[config.mk]
export PLATFORM = sky130hd
export DESIGN_NAME = i2c_slave_tx_shifter_flat
export DESIGN_NICKNAME = d
export VERILOG_FILES = /design/src/rtl/i2c_slave_tx_shifter_if.sv /design/src/rtl/i2c_slave_tx_shifter.sv /design/src/flat_wrapper.sv
export SDC_FILE = /design/constraint.sdc
export NUM_CORES = 1
export LEC_CHECK = 0
export ABC_CLOCK_PERIOD_IN_PS = 1750
export BUFFER_PORTS_ARGS = -buffer_cell sky130_fd_sc_hd__buf_2
export CAP_MARGIN = 10
export CELL_PAD_IN_SITES_DETAIL_PLACEMENT = 0
export CELL_PAD_IN_SITES_GLOBAL_PLACEMENT = 1
export CORE_MARGIN = 3
export CORE_UTILIZATION = 38
export DETAILED_ROUTE_END_ITERATION = 6
export PLACE_DENSITY_LB_ADDON = 0.1
export SLEW_MARGIN = 20
export SYNTH_ARGS = -nofsm -noshare
export SYNTH_HDL_FRONTEND = slang
export SYNTH_SLANG_ARGS = --single-unit
[constraint.sdc]
create_clock -name clock -period 1.75 [get_ports clock]
set_input_delay 0.0875 -clock clock [delete_from_list [all_inputs] [get_ports clock]]
set_output_delay 0.0875 -clock clock [all_outputs]
set_load 0.05 [all_outputs]
[src/rtl/i2c_slave_tx_shifter_if.sv]
// Transmit-byte source bundle between user side, byte-write stage and shifter.
// Latency: none (wires only).
// Backpressure: tx_ready from the shifter throttles the tx_valid/tx_data offer.
interface i2c_slave_tx_shifter_if;
    logic [7:0] tx_data;
    logic       tx_valid;
    logic       tx_ready;
    logic       start;
    logic       abort;
    logic       load;
    logic       data;
    logic       byte_sent;
    logic       underrun;
    logic       busy;

    modport master (
        output tx_data, tx_valid, start, abort, load,
        input  tx_ready, data, byte_sent, underrun, busy
    );

    modport slave (
        input  tx_data, tx_valid, start, abort, load,
        output tx_ready, data, byte_sent, underrun, busy
    );
endinterface

[src/rtl/i2c_slave_tx_shifter.sv]
// Serialises transmit bytes for the I2C slave byte-write stage, one-byte holding buffer.
// Latency: data/busy/byte_sent/underrun reflect a load/start/abort one clock later.
// Backpressure: tx_ready = ~hold_valid; when empty at a reload a live offer is bypassed, else IDLE_BYTE.
module i2c_slave_tx_shifter #(
    parameter logic [7:0] IDLE_BYTE = 8'hFF,
    parameter bit         MSB_FIRST = 1'b1
) (
    input logic                   clock,
    input logic                   reset,
    i2c_slave_tx_shifter_if.slave bus
);

    localparam logic [0:0] ST_IDLE   = 1'b0;
    localparam logic [0:0] ST_ACTIVE = 1'b1;

    logic [0:0] state_q;
    logic [7:0] hold_q;
    logic       hold_valid;
    logic [7:0] shift_q;
    logic [2:0] cnt;
    logic       byte_sent_q;
    logic       underrun_q;

    logic       active;
    logic       last_bit;
    logic       do_start;
    logic       end_of_byte;
    logic       do_reload;
    logic       do_shift;
    logic       accept;
    logic [7:0] shifted;
    logic [7:0] reload_byte;

    assign active   = (state_q == ST_ACTIVE);
    assign last_bit = (cnt == 3'd7);

    // abort beats start; start while ACTIVE behaves as abort+start, so it also beats load
    assign do_start    = bus.start && !bus.abort;
    assign end_of_byte = active && bus.load && last_bit && !bus.abort && !bus.start;
    assign do_reload   = do_start || end_of_byte;
    assign do_shift    = active && bus.load && !last_bit && !bus.abort && !bus.start;

    assign bus.tx_ready = ~hold_valid;
    assign accept       = bus.tx_valid && ~hold_valid;

    // Bits move toward the output end; vacated bits fill with 1 so SDA stays released
    assign shifted = MSB_FIRST ? {shift_q[6:0], 1'b1} : {1'b1, shift_q[7:1]};

    // Reload source priority: buffered byte, then a live offer (bypass), then idle pattern
    assign reload_byte = hold_valid   ? hold_q  :
                         bus.tx_valid ? bus.tx_data : IDLE_BYTE;

    // Output bit comes straight from state registers; forced high outside a transaction
    assign bus.data      = active ? (MSB_FIRST ? shift_q[7] : shift_q[0]) : 1'b1;
    assign bus.busy      = active;
    assign bus.byte_sent = byte_sent_q;
    assign bus.underrun  = underrun_q;

    // Holding register: drained by a reload, filled by a handshake that is not bypassed
    always_ff @(posedge clock or posedge reset) begin
        if (reset) begin
            hold_q     <= 8'h00;
            hold_valid <= 1'b0;
        end else if (do_reload && hold_valid) begin
            hold_valid <= 1'b0;
        end else if (accept && !do_reload) begin
            hold_q     <= bus.tx_data;
            hold_valid <= 1'b1;
        end
    end

    // Transaction state, shift register and bit counter
    always_ff @(posedge clock or posedge reset) begin
        if (reset) begin
            state_q <= ST_IDLE;
            shift_q <= IDLE_BYTE;
            cnt     <= 3'd0;
        end else if (do_reload) begin
            state_q <= ST_ACTIVE;
            shift_q <= reload_byte;
            cnt     <= 3'd0;
        end else if (bus.abort) begin
            // partial byte is dropped; the holding register is left alone
            state_q <= ST_IDLE;
            shift_q <= IDLE_BYTE;
            cnt     <= 3'd0;
        end else if (do_shift) begin
            shift_q <= shifted;
            cnt     <= cnt + 3'd1;
        end
    end

    // One-cycle status pulses for the byte just completed and for an empty reload
    always_ff @(posedge clock or posedge reset) begin
        if (reset) begin
            byte_sent_q <= 1'b0;
            underrun_q  <= 1'b0;
        end else begin
            byte_sent_q <= end_of_byte;
            underrun_q  <= do_reload && !hold_valid && !bus.tx_valid;
        end
    end

endmodule

[src/flat_wrapper.sv]
// flat-port wrapper written by rule: the top's interface ports become plain ports
module i2c_slave_tx_shifter_flat 
#(
    parameter logic [7:0] IDLE_BYTE = 8'hFF,
    parameter bit         MSB_FIRST = 1'b1
)
  (clock, reset, bus_tx_data, bus_tx_valid, bus_start, bus_abort, bus_load, bus_tx_ready, bus_data, bus_byte_sent, bus_underrun, bus_busy);
  i2c_slave_tx_shifter_if bus_i ();
  input logic clock;
  input logic reset;
  input wire logic [$bits(bus_i.tx_data)-1:0] bus_tx_data;
  input wire logic [$bits(bus_i.tx_valid)-1:0] bus_tx_valid;
  input wire logic [$bits(bus_i.start)-1:0] bus_start;
  input wire logic [$bits(bus_i.abort)-1:0] bus_abort;
  input wire logic [$bits(bus_i.load)-1:0] bus_load;
  output wire logic [$bits(bus_i.tx_ready)-1:0] bus_tx_ready;
  output wire logic [$bits(bus_i.data)-1:0] bus_data;
  output wire logic [$bits(bus_i.byte_sent)-1:0] bus_byte_sent;
  output wire logic [$bits(bus_i.underrun)-1:0] bus_underrun;
  output wire logic [$bits(bus_i.busy)-1:0] bus_busy;
  assign bus_i.tx_data = bus_tx_data;
  assign bus_i.tx_valid = bus_tx_valid;
  assign bus_i.start = bus_start;
  assign bus_i.abort = bus_abort;
  assign bus_i.load = bus_load;
  assign bus_tx_ready = bus_i.tx_ready;
  assign bus_data = bus_i.data;
  assign bus_byte_sent = bus_i.byte_sent;
  assign bus_underrun = bus_i.underrun;
  assign bus_busy = bus_i.busy;
  i2c_slave_tx_shifter #(.IDLE_BYTE(IDLE_BYTE), .MSB_FIRST(MSB_FIRST)) u_core (.clock(clock), .reset(reset), .bus(bus_i));
endmodule
==> results.json <==
{
  "outcome": "completed",
  "die_h_um": 60.1,
  "ys_async_sr_fraction": 1.00,
  "drtPass1Iterations": 4,
  "grt_max_degree": 24,
  "antenna_found_initial": 0,
  "p_switching_uw": 315,
  "internal_power_uw": 791,
  "top_usage_layer": "met1",
  "placed_cell_area_sq_um": 1250,
  "end_kind": "flop",
  "slew_headroom": 0.760,
  "avgViaCountPerCell": 5.31,
  "grt_setup_unrepaired": "no",
  "irDropWorstVdd_mv": 0.424,
  "cts_tree": "done",
  "clk_latency_ns": 0.31,
  "min_period_ns": 1.66,
  "synth_cell_types": 27,
  "synth.avg_cell_area_sq_um": 11.7,
  "grt_usage": 0.150,
  "die-area_sq_um": 3610,
  "clockRootBuffer": "clkbuf_4",
  "portBuffers": 18,
  "clkTransAtPathRegs_ns": 0.13,
  "synth_edf_count": 0,
  "clock.fmax_ghz": 0.601,
  "syn_nets": 111,
  "yosys.cell_count.top_type": "dfrtp_1",
  "antenna_cells": 0,
  "yosysWarningCount": 0,
  "wl_mm": 2.24,
  "crit_type": "flop to flop",
  "p_clk_frac": 0.227,
  "synth_cells": 95,
  "maxCapViolations": 0,
  "drt_iter0_drc": 41,
  "cts-resized-gates": 0,
  "clock_sinks": 23,
  "powerDensity_nw_per_um2": 828,
  "reg2reg_from": "u_core.cnt[0]",
  "grt.met3_usage": 0.0216,
  "synth_top_area_share": 0.337,
  "use_met2": 0.196,
  "num_rows": 18,
  "wl_per_cell_um": 14.6,
  "drv_slew": 0,
  "start_util": 0.422,
  "dp_hpwl_mm": 1.59,
  "swShare": 0.285,
  "core_region_area_sq_um": 2640,
  "post-synth-top-area-cell": "dfrtp_1",
  "grt_pass1_wl_mm": 4.00,
  "fin_area_sq_um": 1340,
  "tns_ns": 0,
  "tightest_slew_ns": 0.360,
  "crit_required_ns": 1.96,
  "netlist_area_sq_um": 1110,
  "arrival_ns": 1.87,
  "finClkSkew_ns": 0.00317,
  "hp-start": "bus_tx_data[6]",
  "clk_path_buf_depth": 2,
  "finalHoldViolCount": 0,
  "grt_pass1_vias": 781,
  "grt_use_met1": 0.239,
  "synth_flop_cell": "dfrtp_1",
  "synth_common_cells": "15 x dfrtp_1, 10 x inv_1, 8 x dfstp_2, 8 x mux2_2",
  "cp-startpoint": "u_core.cnt[0]",
  "p_seq_frac": 0.578,
  "final_nets": 140,
  "syn_to_final_growth_pct": 20.0,
  "setup_violations": 0,
  "leakagePower_uw": 0.000627,
  "die_w_um": 60.1,
  "cts_made_buffers": 3,
  "vias": 812,
  "routabilityCongestion": 0.752,
  "crit_fanout": 8,
  "synth-seq-area-share": 0.526,
  "final_antenna_net_count": 0,
  "comb_power_share": 0.195,
  "synth_seq_cells": 23,
  "drive_gt1_frac": 0.439,
  "cp-start-kind": "flop",
  "cts-htree-levels": 1,
  "min_period_over_period": 0.950,
  "route.detailed.drc": 0,
  "hold_class": "primary input to flop",
  "synth.area.top_cells": "dfrtp_1 34%, dfstp_2 19%, mux2_2 8.1%",
  "io_pins": 19,
  "grt.overflow.total": 0
}
## flip-flops by register name, summed over array words and instances, names as in the netlist
register,count
u_core.hold_valid,1
u_core.bus.underrun,1
u_core.shift_q,8
u_core.bus.byte_sent,1
u_core.cnt,3
u_core.bus.busy,1
u_core.hold_q,8
## worst max-delay path: stages (launching register included)
cell	delay [ns]
dfrtp_1	0.40
ha_1	0.16
ha_1	0.20
a31oi_4	0.12
o21ai_4	0.29
mux2_2	0.38
## power groups by stage
stage | combinational, uW | clock [uW] | sequential [uW]
floorplan | 145 | 0 | 643
global placement | 204 | 0 | 647
detailed placement | 209 | 0 | 650
CTS | 215 | 265 | 639
global route | 245 | 292 | 649
finish | 215 | 251 | 639
## per-stage QoR
| stage | instances | util | power, uW | hold WS [ns] | setup WS (ns) |
|---|---|---|---|---|---|
| global route | 153 | 0.507 | 1190 | 0.00899 | 0.00177 |
| detailed placement | 143 | 0.473 | 859 | 0.146 | 0.113 |
| CTS | 150 | 0.495 | 1120 | 0.00144 | 0.0834 |
| finish | 153 | 0.507 | 1110 | 0.0114 | 0.0874 |
| floorplan | 95 | - | 788 | 0.0835 | 0.0330 |
| global placement | 143 | 0.473 | 851 | 0.144 | 0.137 |
## cell usage in the layout, fill, tap and decap left out, drive strengths merged, types with 2 or more instances in the layout
master,instances
a222oi,7
nand2,4
mux2,8
dlygate4sd3,6
dfrtp,15
nand4b,2
or3b,7
buf,21
inv,11
nor2,8
a21oi,3
o21ai,8
clkbuf,3
ha,2
dfstp,8
## what timing repair did
item,CTS,global route
setup buffers,0,0
hold buffers,3,3
hold endpoints to repair,17,3
## layer usage
| metal | vias up | share of wire |
|---|---|---|
| met3 | 2 | 0.052 |
| met2 | 23 | 0.43 |
| met1 | 387 | 0.51 |
| met4 | 0 | 0.0085 |
| met5 | - | 0 |
| li1 | 400 | - |
## layout make-up
class / instances / area [sq um]
clock buffer: 3 / 22.5
clock inverter: 1 / 5.00
fill: 255 / 1300
inverter: 11 / 41.3
multi-input combinational: 58 / 470
sequential: 23 / 586
tap: 30 / 37.5
timing repair buffer: 27 / 173
## worst paths after layout
| path | end | slack (ns) | depth (start not counted) |
|---|---|---|---|
| min | u_core.hold_q[6] | 0.01 | 2 |
| max in group asynchronous | u_core.shift_q[4] | 1.13 | 4 |
| min in group asynchronous | u_core.cnt[1] | 0.34 | 4 |
| min reg2reg | u_core.shift_q[2] | 0.50 | 2 |
| max reg2reg | u_core.hold_q[0] | 0.09 | 5 |
| max | u_core.hold_q[0] | 0.09 | 5 |
## cell families after synthesis
family          synth area share
mux                       0.0900
flops                      0.526
simple gates               0.151
compound gates             0.160
fa+ha+maj                 0.0225
buf+inv                   0.0506
Power figures use the tool's default switching activity.
